[src/rtl/etapa_busqueda.sv]
// MIPS32 instruction-fetch stage: owns the PC and drives a req/ready instruction memory.
// It registers {instruction, PC+4, valid} into IF/ID. Define FETCH_STATS_EN to add fetch/bubble counters.
module etapa_busqueda #(
  parameter logic [31:0] PC_RESET = 32'h0000_0000,
  parameter logic [31:0] NOP_WORD = 32'h0000_0000
) (
  input  logic        clk,
  input  logic        reset,
  input  logic        stall,
  input  logic        branch_taken,
  input  logic [31:0] branch_target,
  output logic        imem_req,
  output logic [31:0] imem_addr,
  input  logic        imem_ready,
  input  logic [31:0] imem_data,
  output logic [31:0] inst_out,
  output logic [31:0] pc4_out,
  output logic        valid_out
`ifdef FETCH_STATS_EN
  ,
  output logic [31:0] stat_fetched,
  output logic [31:0] stat_bubbles
`endif
);

  typedef enum logic [1:0] {FETCH, DROP, HOLD} state_t;

  state_t      state_q, state_d;
  logic [31:0] pc_q, pc_d;
  logic [31:0] drop_addr_q, drop_addr_d;
  logic [31:0] skid_inst_q, skid_inst_d;
  logic [31:0] skid_pc4_q, skid_pc4_d;
  logic [31:0] inst_q, inst_d;
  logic [31:0] pc4_q, pc4_d;
  logic        valid_q, valid_d;
  logic [31:0] pc_plus4;

  assign pc_plus4  = pc_q + 32'd4;
  assign imem_req  = !reset && (state_q != HOLD);
  // DROP keeps presenting the orphaned address so the handshake stays stable.
  assign imem_addr = (state_q == DROP) ? drop_addr_q : pc_q;
  assign inst_out  = inst_q;
  assign pc4_out   = pc4_q;
  assign valid_out = valid_q;

  always_ff @(posedge clk) begin
    if (reset) begin
      state_q     <= FETCH;
      pc_q        <= PC_RESET;
      drop_addr_q <= PC_RESET;
      skid_inst_q <= NOP_WORD;
      skid_pc4_q  <= 32'd0;
      inst_q      <= NOP_WORD;
      pc4_q       <= 32'd0;
      valid_q     <= 1'b0;
    end else begin
      state_q     <= state_d;
      pc_q        <= pc_d;
      drop_addr_q <= drop_addr_d;
      skid_inst_q <= skid_inst_d;
      skid_pc4_q  <= skid_pc4_d;
      inst_q      <= inst_d;
      pc4_q       <= pc4_d;
      valid_q     <= valid_d;
    end
  end

  always_comb begin
    state_d     = state_q;
    pc_d        = pc_q;
    drop_addr_d = drop_addr_q;
    skid_inst_d = skid_inst_q;
    skid_pc4_d  = skid_pc4_q;
    inst_d      = inst_q;
    pc4_d       = pc4_q;
    valid_d     = valid_q;
    if (branch_taken) begin
      pc_d    = branch_target & ~32'd3;
      inst_d  = NOP_WORD;
      valid_d = 1'b0;
      case (state_q)
        FETCH: begin
          if (!imem_ready) begin
            state_d     = DROP;
            drop_addr_d = pc_q;
          end
        end
        DROP:    state_d = imem_ready ? FETCH : DROP;
        default: state_d = FETCH;
      endcase
    end else begin
      case (state_q)
        FETCH: begin
          if (imem_ready) begin
            pc_d = pc_plus4;
            if (stall) begin
              skid_inst_d = imem_data;
              skid_pc4_d  = pc_plus4;
              state_d     = HOLD;
            end else begin
              inst_d  = imem_data;
              pc4_d   = pc_plus4;
              valid_d = 1'b1;
            end
          end else if (!stall) begin
            inst_d  = NOP_WORD;
            valid_d = 1'b0;
          end
        end
        HOLD: begin
          if (!stall) begin
            inst_d  = skid_inst_q;
            pc4_d   = skid_pc4_q;
            valid_d = 1'b1;
            state_d = FETCH;
          end
        end
        DROP: begin
          if (imem_ready) state_d = FETCH;
          if (!stall) begin
            inst_d  = NOP_WORD;
            valid_d = 1'b0;
          end
        end
        default: state_d = FETCH;
      endcase
    end
  end

`ifdef FETCH_STATS_EN
  logic [31:0] fetched_q, bubbles_q;
  logic        load_real, insert_nop;

  assign load_real  = !branch_taken && !stall &&
                      (((state_q == FETCH) && imem_ready) || (state_q == HOLD));
  assign insert_nop = branch_taken ||
                      (!stall && ((state_q == DROP) || ((state_q == FETCH) && !imem_ready)));
  assign stat_fetched = fetched_q;
  assign stat_bubbles = bubbles_q;

  always_ff @(posedge clk) begin
    if (reset) begin
      fetched_q <= 32'd0;
      bubbles_q <= 32'd0;
    end else begin
      if (load_real)  fetched_q <= fetched_q + 32'd1;
      if (insert_nop) bubbles_q <= bubbles_q + 32'd1;
    end
  end
`endif

endmodule
[config.mk]
export PLATFORM = sky130hd
export DESIGN_NAME = etapa_busqueda
export DESIGN_NICKNAME = d
export VERILOG_FILES = /design/src/rtl/etapa_busqueda.sv
export SDC_FILE = /design/constraint.sdc
export NUM_CORES = 1
export LEC_CHECK = 0
export ABC_AREA = 1
export CORE_MARGIN = 5
export CORE_UTILIZATION = 48
export DETAILED_ROUTE_END_ITERATION = 7
export PLACE_DENSITY_LB_ADDON = 0.08
export RECOVER_POWER = 25
export SYNTH_ARGS = -nofsm -noshare
export SYNTH_HDL_FRONTEND = slang
export SYNTH_SLANG_ARGS = --single-unit
[constraint.sdc]
create_clock -name clk -period 1.6 [get_ports clk]
set_clock_uncertainty 0.1 [all_clocks]
set_input_delay 0.16 -clock clk [delete_from_list [all_inputs] [get_ports clk]]
set_output_delay 0.16 -clock clk [all_outputs]
set_load 0.01 [all_outputs]
[Yosys cells after proc, flatten, opt, wreduce, memory -nomap -nowiden]
Index checks and enable logic that the tools add are counted.
Operators by class
  reductions and logical operators: 15
  bitwise gates (word level): 2
  add/subtract/negate cells: 1
  multiplexer cells: 26
  eq/ne operators: 12
Operators by type and width (number)
  $mux W32: 11
  $pmux W32 S3: 1
  $pmux W32 S2: 1
  $add A32 B3 Y32 const B: 1
  $ne A3 B3 Y1 const B: 6
  $mux W2: 6
  $reduce_and A5 Y1: 2
  $ne A2 B2 Y1 const B: 4
  $pmux W2 S3: 1
  $reduce_and A3 Y1: 2
  $reduce_bool A2 Y1: 3
  $mux W1: 4
  $pmux W2 S2: 1
  $reduce_and A2 Y1: 2
  $reduce_and A4 Y1: 1
  $pmux W1 S3: 1
  $reduce_bool A3 Y1: 1
  $eq A2 B1 Y1 const B: 1
  $eq A2 B2 Y1 const B: 1
  $logic_not A2 Y1: 1
  $not A1 Y1: 2
  $reduce_or A2 Y1: 1
  $logic_and A1 B1 Y1: 1
  $logic_not A1 Y1: 1
Word-level totals
  register bits after elaboration: 195

[Depth between registers and ports, before layout]
  word-level depth: 4
  depth in mapped cells: 11

[Worst setup path after synthesis]
Ideal clock, no wire load.
  path type: reg2reg
  start point: register state_q[0]
  end point: register inst_q[22], in the netlist inst_out[22]
  setup time: 0.056 ns
  data arrival time: 1.600 ns
  buffers on the path: 1
  required time: 1.444 ns
  stages on the path, launching flop included: 10
  period minus slack after synthesis: 1.756 ns
  path slack: -0.156 ns
  path through: dfxtp_1 inv_1 ha_1 inv_1 clkbuf_1 nand3_1 o21ai_0 nand2_1 a21bo_2 inv_1
On the way
  cells in the longest elaborated chain, start to end: 3
  elaborated cells between the ends (all ways): 8
  those cells by class: eq/ne: 4; mux: 1; reduce/logical: 3
RTL lines
  from (decl): line 28  | state_t state_q, state_d;
  from (signal assigned): line 57  | state_q <= state_d;
  $eq A2 B2 Y1 (tied with other cells): line 92  | case (state_q)
  $ne A2 B2 Y1 (no line) (tied with other cells)
  $reduce_and A3 Y1 (no line)
  to (signal assigned): line 62  | inst_q <= inst_d;
  to (decl): line 33  | logic [31:0] inst_q, inst_d;
Several ways; a longest one is shown, not always the timed one.
A chain may end at the register's enable or synchronous reset.

[Final worst setup path]
  start point: register state_q[1]
  end point: register inst_q[1], in the netlist inst_out[1]
Same word-level chain as after synthesis.

==> results.toml <==
[place]
place_ws_ps = -258
routabilityCongestion = 0.920
numPortBuffers = 160
dp_hpwl_microns = 19100
dp.cells = 1723

[sta]
final.setup.tns_ps = -39360
slew_headroom_pct = 61.9
rsz0062_at_grt = "true"
drv_slew = 0
setup_viol = 215
min_period_ps = 1910
setup_ws_ps = -305
max_freq_mhz = 525
period_share_pct = 119
hold_violations = 0
worstMarginPinSlew_ps = 572

[power_and_ir_drop]
finalPower_mw = 14.7
ir_worst_vdd_mv = 0.804
p_leak_nw = 6.99
powerDensity_mw_per_mm2 = 979

[synthesis]
yosysTopAreaCell = "dfxtp_1"
synth_commonest_cells = "269 x nand2_1, 194 x o21ai_0, 187 x dfxtp_1, 150 x inv_1, 142 x a21oi_1"
synth_most_common_cell = "nand2_1"
synth_top_cell_area_share_pct = 41.3
netlist_instances = 1298
synth_edf_count = 0
synth_area_sq_mm = 0.00906
synth_area_leaders = "dfxtp_1 41%, nand2_1 11%, o21ai_0 11%"
yosysSeqAreaShare_pct = 41.3
synth_ff_type = "dfxtp_1"
syn_avg_cell_area_sq_um = 6.98
synth.distinct_cells = 40
synth_warnings = 0
synth_seq_cells = 187
synthArstFlopShare_pct = 0

[floorplanning]
start_util_pct = 48.6
ios = 167
die_w_microns = 147
die_h_microns = 147
coreArea_sq_mm = 0.0186
die-area_sq_mm = 0.0217
rows = 50

[setup_path]
cp-end-kind = "register"
crit_type = "register to register"
r2r_start = "state_q[1]"
worstPathMaxFanout = 8
r2r_end = "inst_out[1]"
worstSetupStartpointType = "register"
r2r_cells = 12
crit_arrival_ps = 2140
r2r_slack_ps = -310
required_ps = 1840

[flow_run]
cap_violations = 0

[cts]
clkTransAtPathRegs_ps = 70
clk_path_buf_depth = 2
root_buffer = "clkbuf_16"
cts_max_level = 4
clock-sinks = 187
clk_latency_ps = 440
numCtsBuffers = 17
cts_tree = "built"

[detailed_routing]
vias = 10300
routed_wl_microns = 35600
drcViolationCount = 0
wl_per_cell_microns = 19.6
vias_per_cell = 5.67
first_iter_violations = 688
firstDrtPassIters = 5
drtAntennaViolNets = 0

[outcome]
violations = "negative setup slack"
run_status = "finished, violations left"

[hold_path]
min_from = "imem_data[5]"
hold_class = "input port to register"
holdPathStages = 3
min_to = "skid_inst_q[5]"

[layout]
syn2layout_area_growth_pct = 65.5
drive_above_1_share_pct = 39.8
finalCoreUtilization_pct = 80.4
final_nets = 1649
diodes = 0
fillers = 1197
stdcell_count = 1820

[grt]
grt_max_degree = 64
track_usage_pct = 26.6
first_global_vias = 9092
grt_pass1_wl_microns = 46700
overflow = 0
grt_antenna_before_repair = 0
==> worst max path at each step <==
stage,end,startpoint,cells past startpoint
2_1_floorplan,inst_out[11],state_q[0],11
3_3_place_gp,imem_addr[31],state_q[1],5
3_5_place_dp,pc4_out[21],imem_ready,8
4_1_cts,inst_out[26],state_q[1],12
5_1_grt,skid_pc4_q[10],state_q[1],12
6_report,inst_out[1],state_q[1],12
==> repair_timing <==
item                                    in CTS  in global routing
resized for setup                          339                443
hold endpoints to repair                     1                  0
hold buffers                                 1                  0
pin swaps                                   19                 92
gates cloned                                10                 22
endpoints found under the setup margin     237                275
buffers inserted                            14                 21
==> cells in the final DEF (no fill, tap or decap), types with 6 or more instances in the layout <==
| master | n |
|---|---|
| a21oi_2 | 69 |
| nor2_2 | 27 |
| nor2_4 | 29 |
| dlymetal6s2s_1 | 43 |
| nand2_2 | 55 |
| a21bo_2 | 22 |
| o21ai_1 | 50 |
| dfxtp_2 | 17 |
| nand2_1 | 202 |
| nand3_2 | 8 |
| o21ai_0 | 71 |
| a21bo_1 | 9 |
| buf_16 | 10 |
| o21ai_2 | 71 |
| buf_4 | 96 |
| clkdlybuf4s50_1 | 71 |
| clkdlybuf4s25_1 | 14 |
| nand3_1 | 49 |
| clkbuf_16 | 32 |
| a31oi_1 | 6 |
| nand2_4 | 22 |
| buf_2 | 30 |
| buf_8 | 9 |
| inv_1 | 128 |
| buf_6 | 22 |
| a21oi_4 | 13 |
| o21ai_4 | 11 |
| buf_12 | 29 |
| inv_2 | 20 |
| a21oi_1 | 60 |
| dfxtp_1 | 170 |
| nor2_1 | 56 |
==> critical path, cell delays in order (launching register included) <==
cell and delay, ps:
dfxtp_2 340, inv_2 60, buf_6 120, ha_4 300, nor2_4 40, a21oi_2 130
o21ai_2 70, buf_6 140, buf_12 120, buf_16 140, nand2_2 60, a21bo_2 130
inv_1 40
==> through the flow <==
step | hold slack (ps) | cell area [sq um]
CTS | 235 | 12900
finish | 254 | 15000
floorplan | 212 | 9120
detailed placement | 338 | 11600
global route | 268 | 15000
global placement | 332 | 11600
==> layout make-up <==
| cell class | instances | area [sq um] | area share [%] |
|---|---|---|---|
| Multi-Input combinational cell | 873 | 5800 | 38.6 |
| Clock buffer | 18 | 439 | 2.93 |
| Inverter | 156 | 636 | 4.24 |
| Clock inverter | 12 | 186 | 1.24 |
| Sequential cell | 187 | 3760 | 25.1 |
| Timing Repair Buffer | 340 | 3880 | 25.9 |
| Tap cell | 234 | 293 | 1.95 |
==> state kept, by name, summed over array words and instances (netlist names), named ones only <==
signal	count
skid_inst_q	32
pc4_out	30
state_q	2
drop_addr_q	30
inst_out	32
pc_q	30
skid_pc4_q	30
==> routing by layer <==
layer,vias up,wire [microns],GRT usage (%)
met3,127,2100,4.35
met5,-,0,0
li1,4736,-,-
met2,464,18400,48.5
met4,0,1650,10.9
met1,5001,13500,30.9
==> cell families (layout without fill, tap and decap cells) <==
family                     after synthesis  after routing  synth area share [%]
other                                    1              4                0.0414
DFF                                    187            187                  41.3
AOI/OAI and AO/OA                      394            394                  24.0
xor gates and xnor gates                15             15                  1.86
buffers and inverters                  241            526                  10.8
and+or+nand+nor                        455            455                  21.3
adders and majority gates                5              5                 0.690
==> where the power goes <==
part | leakage (nW) | internal (mW) | switching, mW | total, mW
logic | 5.15 | 2.21 | 2.53 | 4.74
registers | 1.53 | 5.02 | 0.280 | 5.30
clock network | 0.301 | 2.67 | 1.97 | 4.64
(Power assumes the default switching activity.)
